[config.mk]
export PLATFORM = sky130hd
export DESIGN_NAME = ahb2apb_bridge
export DESIGN_NICKNAME = d
export VERILOG_FILES = /design/src/rtl/ahb2apb_bridge.sv
export SDC_FILE = /design/constraint.sdc
export NUM_CORES = 1
export LEC_CHECK = 0
export BUFFER_PORTS_ARGS = -buffer_cell sky130_fd_sc_hd__buf_4
export CAP_MARGIN = 15
export CORE_ASPECT_RATIO = 1.1
export CORE_MARGIN = 4
export CORE_UTILIZATION = 45
export DETAILED_ROUTE_END_ITERATION = 8
export GPL_TIMING_DRIVEN = 0
export PLACE_DENSITY = 0.74
export SLEW_MARGIN = 20
export SYNTH_ARGS = -nofsm -noshare
export SYNTH_HDL_FRONTEND = slang
export SYNTH_SLANG_ARGS = --single-unit
[constraint.sdc]
create_clock -name HCLK -period 4.9 [get_ports HCLK]
set_input_delay 0.245 -clock HCLK [delete_from_list [all_inputs] [get_ports HCLK]]
set_output_delay 0.245 -clock HCLK [all_outputs]
set_load 0.05 [all_outputs]
[src/rtl/ahb2apb_bridge.sv]
// AHB-Lite to APB bridge: each accepted AHB transfer becomes one APB transfer,
// with 4-bit slot decode, wait-state timeout and registered bus outputs.
module ahb2apb_bridge #(
    parameter int unsigned NUM_SLAVES = 16,
    parameter int unsigned ADDR_WIDTH = 32,
    parameter int unsigned SLOT_LSB   = 24,
    parameter int unsigned TIMEOUT    = 256
) (
    input  logic                  HCLK,
    input  logic                  HRESET,
    input  logic                  HSEL,
    input  logic [31:0]           HADDR,
    input  logic                  HWRITE,
    input  logic [1:0]            HTRANS,
    input  logic [2:0]            HSIZE,
    input  logic [31:0]           HWDATA,
    input  logic                  HREADYIN,
    output logic                  HREADYOUT,
    output logic [31:0]           HRDATA,
    output logic                  HRESP,
    output logic [NUM_SLAVES-1:0] PSEL,
    output logic [ADDR_WIDTH-1:0] PADDR,
    output logic                  PWRITE,
    output logic                  PENABLE,
    output logic [31:0]           PWDATA,
    input  logic [31:0]           PRDATA,
    input  logic                  PREADY,
    input  logic                  PSLVERR
);

    localparam int unsigned CNT_W  = 16;
    localparam int unsigned SLOT_W = 4;
    localparam logic [CNT_W-1:0] TIMEOUT_CNT = CNT_W'(TIMEOUT);
    localparam bit TIMEOUT_EN = (TIMEOUT != 0);

    typedef enum logic [2:0] {
        S_IDLE,
        S_LATCH,
        S_SETUP,
        S_ACCESS,
        S_DONE,
        S_ERR1,
        S_ERR2
    } state_e;

    state_e                state_q, state_d;
    logic [ADDR_WIDTH-1:0] haddr_q;
    logic                  hwrite_q;
    logic [SLOT_W-1:0]     slot_q;
    logic [CNT_W-1:0]      cnt_q, cnt_d;
    logic [NUM_SLAVES-1:0] psel_q, psel_d;
    logic [ADDR_WIDTH-1:0] paddr_q;
    logic                  pwrite_q;
    logic                  penable_q;
    logic [31:0]           pwdata_q;
    logic [31:0]           hrdata_q;
    logic                  hreadyout_q;
    logic                  hresp_q;

    logic accept_c;
    logic slot_ok_c;
    logic timeout_c;
    logic unused_c;

    assign accept_c  = HSEL & HREADYIN & HTRANS[1];
    assign slot_ok_c = (32'(slot_q) < NUM_SLAVES);
    assign timeout_c = TIMEOUT_EN && (cnt_q == TIMEOUT_CNT);
    assign unused_c  = ^{HSIZE, HTRANS[0], HADDR};

    // Next state and wait counter; new address phases only land in ready states
    always_comb begin
        state_d = state_q;
        cnt_d   = cnt_q;
        case (state_q)
            S_IDLE, S_DONE, S_ERR2: state_d = accept_c ? S_LATCH : S_IDLE;
            S_LATCH:                state_d = slot_ok_c ? S_SETUP : S_ERR1;
            S_SETUP: begin
                state_d = S_ACCESS;
                cnt_d   = '0;
            end
            S_ACCESS: begin
                if (PREADY) begin
                    state_d = PSLVERR ? S_ERR1 : S_DONE;
                end else begin
                    cnt_d = cnt_q + CNT_W'(1);
                    if (timeout_c) begin
                        state_d = S_ERR1;
                    end
                end
            end
            S_ERR1:  state_d = S_ERR2;
            default: state_d = S_IDLE;
        endcase
    end

    // One-hot slot select, only while the APB transfer is live
    always_comb begin
        psel_d = '0;
        if (state_d == S_SETUP || state_d == S_ACCESS) begin
            for (int unsigned i = 0; i < NUM_SLAVES; i++) begin
                psel_d[i] = (slot_q == SLOT_W'(i));
            end
        end
    end

    always_ff @(posedge HCLK or posedge HRESET) begin
        if (HRESET) begin
            state_q     <= S_IDLE;
            haddr_q     <= '0;
            hwrite_q    <= 1'b0;
            slot_q      <= '0;
            cnt_q       <= '0;
            psel_q      <= '0;
            paddr_q     <= '0;
            pwrite_q    <= 1'b0;
            penable_q   <= 1'b0;
            pwdata_q    <= '0;
            hrdata_q    <= '0;
            hreadyout_q <= 1'b1;
            hresp_q     <= 1'b0;
        end else begin
            state_q <= state_d;
            cnt_q   <= cnt_d;
            if (state_d == S_LATCH) begin
                haddr_q  <= HADDR[ADDR_WIDTH-1:0];
                hwrite_q <= HWRITE;
                slot_q   <= HADDR[SLOT_LSB+SLOT_W-1:SLOT_LSB];
            end
            // Write data arrives in the AHB data phase, which is the LATCH cycle
            if (state_q == S_LATCH && hwrite_q) begin
                pwdata_q <= HWDATA;
            end
            if (state_d == S_SETUP) begin
                paddr_q  <= haddr_q;
                pwrite_q <= hwrite_q;
            end
            if (state_q == S_ACCESS && state_d == S_DONE && !hwrite_q) begin
                hrdata_q <= PRDATA;
            end
            psel_q      <= psel_d;
            penable_q   <= (state_d == S_ACCESS);
            hreadyout_q <= (state_d == S_IDLE) || (state_d == S_DONE) || (state_d == S_ERR2);
            hresp_q     <= (state_d == S_ERR1) || (state_d == S_ERR2);
        end
    end

    assign HREADYOUT = hreadyout_q;
    assign HRDATA    = hrdata_q;
    assign HRESP     = hresp_q;
    assign PSEL      = psel_q;
    assign PADDR     = paddr_q;
    assign PWRITE    = pwrite_q;
    assign PENABLE   = penable_q;
    assign PWDATA    = pwdata_q;

endmodule
==> impl_metrics.yaml, run 1 <==
detailed_routing:
  drt-wirelength-per-cell_um: 16.9
  drtIter0Drc: 161
  avgViaCountPerCell: 4.97
  vias: 4436
  ant_nets: 0
  drc: 0
  firstDrtPassIters: 5
  postRouteWirelength_um: 15100
pwr:
  peakVddDrop_mv: 0.451
  p_int_mw: 4.01
  p_sw_frac: 0.436
  power_density_mw_per_mm2: 775
  p_total_mw: 7.11
  pwr-share-comb: 0.479
  power_frac_clock: 0.199
  p_leak_nw: 4.41
  p_switching_mw: 3.10
  pwr-share-seq: 0.322
logic_synthesis:
  synth_fp_nets: 558
  synth_cell_types: 49
  syn_avg_cell_area_um2: 14.7
  synth-edff-count: 0
  synth_top_flop_cell: "dfrtp_1"
  synth_top_area_frac: 0.633
  async_flop_share: 1.00
  syn-instance-count: 448
  synth.largest_area_cell: "dfrtp_1"
  syn_area_mm2: 0.00661
  yosys.area_share.simple: 0.0807
  synth_compound_area_frac: 0.0244
  ys_ff_latch: 168
  synth_fa_ha_area_frac: 0.00379
  synthXorXnorAreaFrac: 0.00530
  synth_area_leaders: "dfrtp_1, mux2_1, mux2_2, nor4_1, buf_2"
  synth.area.mux_share: 0.224
  yosysSeqAreaShare: 0.637
  synth_top_family_by_area: "multiplexers"
  yosysWarnings: 0
clock_network:
  numCtsBuffers: 17
  insertion_delay_ps: 420
  root_buffer: "clkbuf_16"
  clk_pin_slew_ps: 70
  ctsLongestPathBuffers: 2
  cts.sinks: 168
  cts_tree: "done"
  h-tree-depth: 4
  post_cts_resized: 0
timing:
  finalHoldViolCount: 0
  fin_crit_sh: 0.421
  max_slew_margin: 0.537
  fin_worst_skew_ps: 6.84
  grt_setup_unrepaired: "no"
  worstMarginPinSlew_ps: 695
  finalSetupViolations: 0
  slew_violations: 0
  min_period_ps: 2060
  clock.fmax_mhz: 485
worst_hold_path:
  hold_start: "PRDATA[20]"
  holdPathEnd: "HRDATA[20]$_DFFE_PP0P_"
  whs_path_depth: 2
  hold_class: "input pin to register"
floorplanning:
  chipWidth_um: 124
  initial_core_util: 0.459
  coreArea_mm2: 0.0144
  dieArea_mm2: 0.0167
  pin_count: 224
  die_h_um: 135
  placementRows: 46
layout:
  stdcell_count: 893
  antenna_cells: 0
  final_cell_mix: "buf_4, dfrtp_1, mux2_1"
  drive_gt1_frac: 0.447
  area_growth_syn_to_layout_pct: 38.8
  nets: 798
  final_common_cell: "buf_4"
global_route:
  grt_max_degree: 104
  overflow: 0
  antenna_found_initial: 0
  grt_pass1_wl_um: 23900
  grt_usage: 0.185
  grt_pass1_vias: 4709
critical_path:
  worstSetupPathType: "register to register"
  crit_required_ps: 5200
  cp.depth: 6
  end_kind: "register"
  slowest_delay_ps: 420
  r2r_cells: 6
  r2r-start: "state_q[1]$_DFF_PP0_"
  crit_slowest_cell: "dfrtp_1"
  cp_cell_sequence: "nand2b_1, nor2_1, and2_1, buf_2, buf_4, mux2_1"
  r2r_slack_ps: 2840
  critPathTopFamily: "simple AND/OR/NAND/NOR gates"
  cp_num_buf_inv: 2
  rr_endpoint: "PWDATA[25]$_DFFE_PP0P_"
  crit_fanout: 10
  cp.arrival_ps: 2360
  startpoint_type: "register"
placed_design:
  dp.cells: 860
  place.gp.congestion: 0.825
  port_buffers: 219
  dp_hpwl_um: 11500
job:
  drv_cap: 0
run_status:
  status: "completed"
[cells in the mapped netlist (all sizes together) (5+ instances only)]
library cell	number
inv	7
nand2	15
dfrtp	167
nand4	5
o21ai	7
nand2b	8
nor4	20
mux2	129
a21oi	7
nand3	7
buf	22
nor2	8
[flip-flops by register name (all words and copies together), names as in the netlist]
register,cells
HRDATA,32
PADDR,32
PWDATA,32
haddr_q,32
PSEL,16
cnt_q,16
state_q,3
HREADYOUT,1
HRESP,1
PENABLE,1
PWRITE,1
hwrite_q,1
[cells by family after synthesis]
group                      count (synthesis)
adders and majority gates                  2
and+or+nand+nor                           88
DFF                                      168
muxes                                    132
AOI/OAI and AO/OA                         25
buffers and inverters                     29
xor gates and xnor gates                   4
[metrics by stage]
step           TNS, ps  instance area [um2]  setup WS [ps]  utilization  hold slack [ps]
2_1_floorplan        0                 6610            110            -              377
3_3_place_gp   -221070                 8490          -1330        0.590              460
3_5_place_dp         0                 8520           2780        0.592              428
4_1_cts              0                 9170           2760        0.637             18.7
5_1_grt              0                 9170           2630        0.637             17.9
6_report             0                 9170           2840        0.637             35.7
[how the worst max path moves through the flow]
stage,endpoint,slack (ps),from
2_1_floorplan,HRDATA[0]$_DFFE_PP0P_,110,HRESET
3_3_place_gp,haddr_q[13]$_DFFE_PP0N_,-1330,HRESET
3_5_place_dp,PWDATA[15]$_DFFE_PP0P_,2780,state_q[1]$_DFF_PP0_
4_1_cts,PWDATA[15]$_DFFE_PP0P_,2760,state_q[1]$_DFF_PP0_
5_1_grt,PWDATA[15]$_DFFE_PP0P_,2630,state_q[1]$_DFF_PP0_
6_report,PWDATA[25]$_DFFE_PP0P_,2840,state_q[1]$_DFF_PP0_
[per-layer routing]
metal	share of wire	global-route usage
met2	0.51	0.314
met5	0	0
met4	0.015	0.0585
met1	0.38	0.214
met3	0.098	0.0742
[area by class of cell]
class / count / area, um2
fill: 1121 / 5220
sequential: 168 / 4210
multi-input combinational: 251 / 2240
timing repair buffer: 221 / 1680
clock buffer: 19 / 443
tap: 192 / 240
clock inverter: 13 / 191
buffer: 22 / 136
inverter: 7 / 33.8
[timing repair]
item,4_1_cts,5_1_grt
hold endpoints to repair,102,0
hold buffers,1,0
setup buffers,0,0
[power groups by stage]
stage	combinational, mW	clock (mW)	sequential [mW]
2_1_floorplan	0.894	0	3.76
3_3_place_gp	3.37	0	2.28
3_5_place_dp	3.44	0	2.32
4_1_cts	3.45	1.45	2.30
5_1_grt	3.59	1.51	2.37
6_report	3.40	1.41	2.29
(Power assumes the default switching activity.)
==> inputs of run 2 (changes only) <==
==> constraint.sdc (replaced) <==
create_clock -name HCLK -period 1.79 [get_ports HCLK]
set_input_delay 0.0895 -clock HCLK [delete_from_list [all_inputs] [get_ports HCLK]]
set_output_delay 0.0895 -clock HCLK [all_outputs]
set_load 0.05 [all_outputs]
==> impl_metrics.yaml, run 2 (synthesis results as in run 1) <==
placed_design:
  place.gp.congestion: 0.801
  port_buffers: 219
  dp.cells: 863
  place_area_mm2: 0.00857
  dp_hpwl_um: 11600
detailed_routing:
  drtIter0Drc: 184
  postRouteWirelength_um: 18500
  ant_nets: 0
  drc: 0
  avgViaCountPerCell: 4.99
  drt-wirelength-per-cell_um: 18.3
  firstDrtPassIters: 4
  vias: 5037
critical_path:
  end_kind: "register"
  critPathMostFrequentCell: "buf_4"
  slowest_delay_ps: 430
  cp_cell_sequence: "nor4b_1, nand4_1, buf_4, a21oi_4, buf_4, nor4_2"
  crit_fanout: 6
  crit_slowest_cell: "dfrtp_1"
  cp.arrival_ps: 2070
  crit_required_ps: 2090
  startpoint_type: "register"
  worstSetupPathType: "register to register"
clock_network:
  cts_tree: "done"
  ctsLongestPathBuffers: 2
  numCtsBuffers: 17
  cts.sinks: 168
  h-tree-depth: 4
  clk_pin_slew_ps: 60
  root_buffer: "clkbuf_16"
  insertion_delay_ps: 420
global_route:
  grt_max_degree: 37
  grt_usage: 0.220
  antenna_found_initial: 0
  grt_pass1_vias: 5527
  grt_pass1_wl_um: 28200
  overflow: 0
floorplanning:
  dieArea_mm2: 0.0167
  placementRows: 46
  chipWidth_um: 124
  pin_count: 224
  die_h_um: 135
  initial_core_util: 0.459
  coreArea_mm2: 0.0144
timing:
  whs_ps: 43.8
  slew_violations: 0
  finalHoldViolCount: 0
  min_period_ps: 1780
  fin_crit_sh: 0.992
  fin_worst_skew_ps: 5.40
  finalSetupViolations: 0
  clock.fmax_mhz: 563
  max_slew_margin: 0.500
  worstMarginPinSlew_ps: 749
  grt_setup_unrepaired: "yes"
pwr:
  p_total_mw: 20.4
  power_frac_clock: 0.180
  power_density_mw_per_mm2: 1930
  pwr-share-seq: 0.313
  pwr-share-comb: 0.507
  p_leak_nw: 4.97
  p_switching_mw: 9.00
  p_int_mw: 11.4
  p_sw_frac: 0.442
  peakVddDrop_mv: 1.37
layout:
  seq_area_mm2: 0.00421
  final_cell_mix: "buf_4, dfrtp_1, dlygate4sd3_1"
  area_growth_syn_to_layout_pct: 59.7
  final_core_util: 0.733
  nFillCells: 898
  drive_gt1_frac: 0.435
  final_common_cell: "buf_4"
  antenna_cells: 0
  design_area_mm2: 0.0106
  multi_input_area_mm2: 0.00239
  stdcell_count: 1010
  nets: 915
worst_hold_path:
  hold_class: "input pin to register"
run_status:
  status: "completed"
job:
  drv_cap: 0
==> run 2: cell type report <==
class                      count  share of cell area
sequential                   168               0.399
timing repair buffer         338               0.271
multi-input combinational    251               0.227
clock buffer                  20              0.0414
tap                          192              0.0228
buffer                        22              0.0215
clock inverter                12              0.0143
inverter                       7             0.00285
==> run 2: worst max-delay path: cells and delay by family, from the launching register on <==
kind            cells  cell delay (ps)
flops               1              430
buf+inv             2              380
compound gates      1              240
simple gates        3              610
==> run 2: power groups by stage <==
stage / Sequential, mW / Combinational (mW) / Clock (mW)
after floorplan: 10.3 / 2.45 / 0
after global placement: 6.24 / 9.23 / 0
after detailed placement: 6.36 / 9.42 / 0
after CTS: 6.31 / 9.77 / 3.73
after global routing: 6.57 / 10.9 / 3.90
final: 6.38 / 10.3 / 3.66
==> run 2: per-stage QoR <==
stage	TNS, ps	setup WS (ps)
floorplan	-73380	-439
global placement	-226210	-1280
detailed placement	-16680	-290
CTS	-0.158	-0.158
global route	-1660	-77.8
finish	0	14.3
==> run 2: what timing repair did <==
| item | in CTS | in global routing |
|---|---|---|
| endpoints found under the hold margin | 131 | 0 |
| cloned | 0 | 5 |
| hold buffers | 99 | 0 |
| resized for setup | 23 | 47 |
| setup endpoints to repair | 128 | 91 |
| setup buffers | 2 | 9 |
| pin swaps | 1 | 3 |
==> run 2: final timing paths <==
kind	startpoint	to	slack, ps	cells after the start
hold / removal	PREADY	cnt_q[0]$_DFFE_PP0P_	40	4
max in group asynchronous	HRESET	HREADYOUT$_DFF_PP1_	480	5
min in group asynchronous	HRESET	HRDATA[1]$_DFFE_PP0P_	390	3
setup reg to reg	cnt_q[9]$_DFFE_PP0P_	PSEL[4]$_DFF_PP0_	10	6
setup / recovery	cnt_q[9]$_DFFE_PP0P_	PSEL[4]$_DFF_PP0_	10	6
hold reg to reg	haddr_q[23]$_DFFE_PP0N_	haddr_q[23]$_DFFE_PP0N_	480	1
==> run 2: metal layers <==
metal  global-route usage  vias to the layer above  wire length [um]
li1                     -                     2318                 -
met1                0.248                     2487              6870
met2                0.377                      196              9390
met3               0.0788                       36              1670
met4               0.0911                        0               549
met5                    0                        -                 0
